`src/rtl/button_debouncer_bank.sv`:
```
// N-channel push-button debouncer: two-flop synchroniser, per-channel stability
// counter, debounced level plus press / release / long-press strobes.
module button_debouncer_bank #(
    parameter int N_CH         = 4,
    parameter int ACTIVE_LOW   = 1,
    parameter int DEBOUNCE_CNT = 65535,
    parameter int LONG_CNT     = 0
) (
    input  logic            clk,
    input  logic            rst_n,
    input  logic [N_CH-1:0] buttons_raw,
    output logic [N_CH-1:0] button_state,
    output logic [N_CH-1:0] press_pulse,
    output logic [N_CH-1:0] release_pulse,
    output logic [N_CH-1:0] long_pulse
);

    localparam int              CNT_W    = $clog2(DEBOUNCE_CNT + 1);
    localparam logic [CNT_W-1:0] CNT_TERM = CNT_W'(DEBOUNCE_CNT);
    localparam logic [N_CH-1:0] POL_MASK = (ACTIVE_LOW != 0) ? {N_CH{1'b1}} : {N_CH{1'b0}};

    logic [N_CH-1:0]  sync0_q, sync0_d;
    logic [N_CH-1:0]  sync1_q, sync1_d;
    logic [N_CH-1:0]  state_q, state_d;
    logic [N_CH-1:0]  press_q, press_d;
    logic [N_CH-1:0]  release_q, release_d;
    logic [CNT_W-1:0] cnt_q [N_CH];
    logic [CNT_W-1:0] cnt_d [N_CH];

    // Polarity is folded in before the first flop so every later stage sees 1 = pressed.
    always_comb begin
        sync0_d = buttons_raw ^ POL_MASK;
        sync1_d = sync0_q;
    end

    always_ff @(posedge clk or negedge rst_n) begin
        if (!rst_n) begin
            sync0_q <= '0;
            sync1_q <= '0;
        end else begin
            sync0_q <= sync0_d;
            sync1_q <= sync1_d;
        end
    end

    // A disagreement must persist for DEBOUNCE_CNT+1 consecutive edges before the level flips;
    // any agreement in between drops the count back to zero.
    always_comb begin
        state_d   = state_q;
        press_d   = '0;
        release_d = '0;
        for (int i = 0; i < N_CH; i++) begin
            cnt_d[i] = '0;
            if (sync1_q[i] != state_q[i]) begin
                if (cnt_q[i] == CNT_TERM) begin
                    state_d[i]   = ~state_q[i];
                    press_d[i]   = ~state_q[i];
                    release_d[i] = state_q[i];
                end else begin
                    cnt_d[i] = cnt_q[i] + 1'b1;
                end
            end
        end
    end

    always_ff @(posedge clk or negedge rst_n) begin
        if (!rst_n) begin
            state_q   <= '0;
            press_q   <= '0;
            release_q <= '0;
            for (int i = 0; i < N_CH; i++) begin
                cnt_q[i] <= '0;
            end
        end else begin
            state_q   <= state_d;
            press_q   <= press_d;
            release_q <= release_d;
            for (int i = 0; i < N_CH; i++) begin
                cnt_q[i] <= cnt_d[i];
            end
        end
    end

    assign button_state  = state_q;
    assign press_pulse   = press_q;
    assign release_pulse = release_q;

    generate
        if (LONG_CNT > 0) begin : g_long
            localparam int               HOLD_W    = $clog2(LONG_CNT + 1);
            localparam logic [HOLD_W-1:0] HOLD_TERM = HOLD_W'(LONG_CNT);
            localparam logic [HOLD_W-1:0] HOLD_LAST = HOLD_W'(LONG_CNT - 1);

            logic [HOLD_W-1:0] hold_q [N_CH];
            logic [HOLD_W-1:0] hold_d [N_CH];
            logic [N_CH-1:0]   long_q, long_d;

            // Hold counter saturates at LONG_CNT, so a single press yields at most one strobe.
            always_comb begin
                long_d = '0;
                for (int i = 0; i < N_CH; i++) begin
                    hold_d[i] = '0;
                    if (state_q[i]) begin
                        if (hold_q[i] < HOLD_TERM) begin
                            hold_d[i] = hold_q[i] + 1'b1;
                            long_d[i] = (hold_q[i] == HOLD_LAST);
                        end else begin
                            hold_d[i] = hold_q[i];
                        end
                    end
                end
            end

            always_ff @(posedge clk or negedge rst_n) begin
                if (!rst_n) begin
                    long_q <= '0;
                    for (int i = 0; i < N_CH; i++) begin
                        hold_q[i] <= '0;
                    end
                end else begin
                    long_q <= long_d;
                    for (int i = 0; i < N_CH; i++) begin
                        hold_q[i] <= hold_d[i];
                    end
                end
            end

            assign long_pulse = long_q;
        end else begin : g_no_long
            assign long_pulse = '0;
        end
    endgenerate

endmodule

```
`config.mk`:
```
export PLATFORM = sky130hd
export DESIGN_NAME = button_debouncer_bank
export DESIGN_NICKNAME = d
export VERILOG_FILES = /design/src/rtl/button_debouncer_bank.sv
export SDC_FILE = /design/constraint.sdc
export NUM_CORES = 1
export LEC_CHECK = 0
export CAP_MARGIN = 20
export CORE_AREA = 5 5 101 103
export CTS_CLUSTER_DIAMETER = 80
export DETAILED_ROUTE_END_ITERATION = 8
export DIE_AREA = 0 0 106 108
export PLACE_DENSITY = 0.61
export SLEW_MARGIN = 10
export SYNTH_ARGS = -nofsm -noshare
export SYNTH_HDL_FRONTEND = slang
export SYNTH_SLANG_ARGS = --single-unit
```
`constraint.sdc`:
```
create_clock -name clk -period 5.4 [get_ports clk]
set_clock_uncertainty 0.1 [all_clocks]
set_input_delay 0.54 -clock clk [delete_from_list [all_inputs] [get_ports clk]]
set_output_delay 0.54 -clock clk [all_outputs]
set_load 0.02 [all_outputs]
```
==> metrics.log <==
[metrics] Fin Hold WS: 11.3 ps
[metrics] Worst Setup End Kind: output pin
[metrics] maximum fanout count along the critical path: 5
[metrics] port buffer count: 17
[metrics] classification of the worst setup path: reg2out
[metrics] sequential share of power: 59.6%
[metrics] effective utilization at floorplan: 42.0%
[metrics] Data required, critical path: 4760 ps
[metrics] dominant combinational cell family by area after synthesis: simple AND/OR/NAND/NOR gates
[metrics] cell area after synthesis: 3830 sq um
[metrics] Fin. Hold Viols: 0
[metrics] clock transition at the register clock pins on the worst setup and hold paths after CTS: 90 ps
[metrics] highest metal layer with signal wires: met4
[metrics] leakage component of the power: 1.76 nW
[metrics] global-route wire length before repair: 11200 um
[metrics] crit-path cells: clkdlybuf4s50_1
[metrics] area fraction in compound gates after synthesis: 0%
[metrics] die extent in y: 108 um
[metrics] final net count: 387
[metrics] global-route congestion overflow total: 0
[metrics] share of the clock period used by the worst path after layout: 39.0%
[metrics] ratio of routed vias to standard cells: 4.92
[metrics] WL/cell: 12.5 um
[metrics] most common flop cell mapped by yosys: dfrtp_1
[metrics] switching part of the total: 23.4%
[metrics] root buffer cell: clkbuf_8
[metrics] row cnt: 35
[metrics] vias: 2424
[metrics] detailed-routing wirelength on met1: 3130 um
[metrics] highest-delay cell along the critical path: clkdlybuf4s50_1
[metrics] fraction of synthesized cell area in xor and xnor cells: 13.7%
[metrics] Avg Cell Area, Syn: 10.8 sq um
[metrics] Worst path max stage delay: 670 ps
[metrics] Worst setup SP type: flop
[metrics] Ys Warns: 0
[metrics] internal power consumption: 833 uW
[metrics] number of H-tree levels: 3
[metrics] number of violations reported at the end of detailed-routing iteration 0: 74
[metrics] met2 wire len: 2760 um
[metrics] Global Route Usage Sum: 12.2%
[metrics] synthesized-area fraction occupied by adder cells: 1.31%
[metrics] Final Worst Setup Slack: 3290 ps
[metrics] power density over the cells: 255 nW/um^2
[metrics] largest cells by area after synthesis: dfrtp_1 (55%), xnor2_1 (13%), nor2_1 (7.8%)
[metrics] setup repair after global routing missed its margin: false
[metrics] total half-perimeter wirelength after legalization and detailed placement: 3950 um
[metrics] ys async rst share: 100%
[metrics] Post-Route Setup TNS: 0 ps
[metrics] DR DRC count: 0
[metrics] wire length reported by the detailed router: 6180 um
[metrics] Post-CTS Setup Bufs: 0
[metrics] Setup violations, final: 0
[metrics] number of buffers created by CTS: 9
[metrics] first-pass iteration count of the detailed router: 4
[metrics] combinational power share: 4.1%
[metrics] data arrival time of the worst path: 1470 ps
[metrics] cell family with most CP delay: buffers and inverters
[metrics] area share of and/or/nand/nor cells after synthesis: 24.6%
[metrics] maximum number of pins on one net before global-route repair: 85
[metrics] fmax: 0.475 GHz
[metrics] number of synthesized flops with an enable pin: 0
[metrics] number of buffer and inverter instances along the worst setup path: 1
[metrics] biggest area consumer among synthesized cells: dfrtp_1
[metrics] worst slack, placed: 3440 ps
[metrics] hold_buf cts: 0
[metrics] maximum clock insertion buffer count: 2
[metrics] later-pin clock latency in the skew report: 350 ps
[metrics] part of the Yosys area used for sequential elements: 54.9%
[metrics] clock share of power: 36.3%
[metrics] minimum clock period: 2110 ps
[metrics] antenna violations before repair: 0
[metrics] Diodes inserted: 0
[metrics] layout-stage area growth over the synthesis result: 11.5%
[metrics] fraction of layout instances using a drive strength above 1: 9.16%
[metrics] Placer Congestion: 0.723
[metrics] DIE WIDTH: 106 um
[metrics] Worst VDD drop: 105 uV
[metrics] via count of the first global-routing pass: 2450
[metrics] max-slew violation total from the final report: 0
[metrics] core region area: 9110 sq um
[metrics] number of nets with antenna violations after routing: 0
[metrics] count of distinct cell types in the synthesized netlist: 20
[metrics] Post-CTS Resized: 0
[metrics] clock tree from TritonCTS: yes
[metrics] IO Count: 22
[metrics] MaxCap Viol Count: 0
[metrics] instance count of the mapped netlist: 353
[metrics] area share of the leading cell type in the synthesized netlist: 54.9%
[metrics] multiplexer share of the synthesized area: 1.57%
[metrics] die area: 11400 sq um
[metrics] flops & latches, synth: 84
[metrics] status: completed
[metrics] total power consumption of the routed design: 1.09 mW
[metrics] Net Sw Power: 254 uW
[metrics] TritonCTS sink count: 84
[metrics] worst hold path type: in2async
[metrics] met3 layer wire length in the routed design: 157 um
[cell usage after synthesis, drive strengths merged, types with 8 or more instances]
| master | number |
|---|---|
| nand2 | 13 |
| nor3b | 8 |
| nor2 | 80 |
| nand3 | 20 |
| nand4 | 16 |
| nor4 | 12 |
| dfrtp | 84 |
| nor3 | 16 |
| xnor2 | 56 |
| buf | 8 |
| inv | 19 |
[cell families (layout without fill, tap and decap cells)]
group,count (synthesis),after routing
muxes,4,4
and+or+nand+nor,173,173
buffers and inverters,27,53
adders and majority gates,4,4
other,1,4
DFF,84,84
xor gates and xnor gates,60,60
[layout by cell type (no fill, tap or decap)]
master           netlist  final
clkdlybuf4s50_1        0     16
buf_4                  4      1
mux2_4                 4      4
clkbuf_8               0     10
nor4_1                12     12
clkbuf_1               0      2
nor3_1                16     16
ha_1                   4      4
nand3_1               17     17
nand2b_4               4      4
nand3_2                3      3
clkinvlp_4             0      2
nand4_1               12     12
or4_4                  4      4
nor2_1                80     80
xnor2_1               56     56
nand2_1               13     13
conb_1                 1      4
nor3b_1                8      8
xor2_1                 4      4
clkinv_2               0      2
nand4_4                4      4
inv_1                 19     19
dfrtp_1               84     84
buf_16                 0      1
[layout make-up]
class                   instances  area, sq um
clock buffers                  12          145
well taps                     111          139
multi-input cells             245         1590
clock inverters                 4         25.0
flip-flops and latches         84         2100
inverters                      19         71.3
fillers                       833         4840
repair buffers                 18          195
[metrics by stage]
stage	cells	utilization, %	area [sq um]
2_1_floorplan	356	-	3840
3_3_place_gp	476	44.7	4070
3_5_place_dp	476	44.7	4070
4_1_cts	492	46.6	4240
5_1_grt	493	46.9	4270
6_report	493	46.9	4270
[path summary, 6_finish.rpt]
check,start,to,slack (ps),cells past startpoint
max reg2reg,cnt_q[32]$_DFF_PN0_,button_state[1]$_DFFE_PN0P_,3450,4
max in group asynchronous,rst_n,cnt_q[36]$_DFF_PN0_,4580,2
min in group clk,sync0_q[0]$_DFF_PN0_,sync1_q[0]$_DFF_PN0_,250,0
min reg2reg,sync0_q[0]$_DFF_PN0_,sync1_q[0]$_DFF_PN0_,250,0
min,rst_n,cnt_q[23]$_DFF_PN0_,10,1
max,button_state[3]$_DFFE_PN0P_,button_state[3],3290,1
[metal layers]
layer | track usage, % | vias up
li1 | - | 1206
met2 | 18.9 | 23
met1 | 16.0 | 1186
met4 | 6.38 | 0
met5 | 0 | -
met3 | 2.93 | 9
[worst reg2reg max path, stage by stage (launching register included)]
cell and delay [ps]:
dfrtp_1 390, ha_1 200, nand3_1 230, or4_4 630, mux2_4 310
[registers in the layout, indices dropped and copies added (netlist names)]
register / count
sync1_q: 4
button_state: 4
cnt_q: 64
press_pulse: 4
release_pulse: 4
sync0_q: 4
[power by group through the flow]
stage	Sequential [mW]	Clock (mW)	Combinational, mW
finish	0.648	0.395	0.0449
floorplan	0.659	0	0.0288
detailed placement	0.661	0	0.0444
CTS	0.648	0.414	0.0444
global route	0.650	0.439	0.0523
global placement	0.660	0	0.0434
Note: power is estimated with default switching activity, not from simulation.
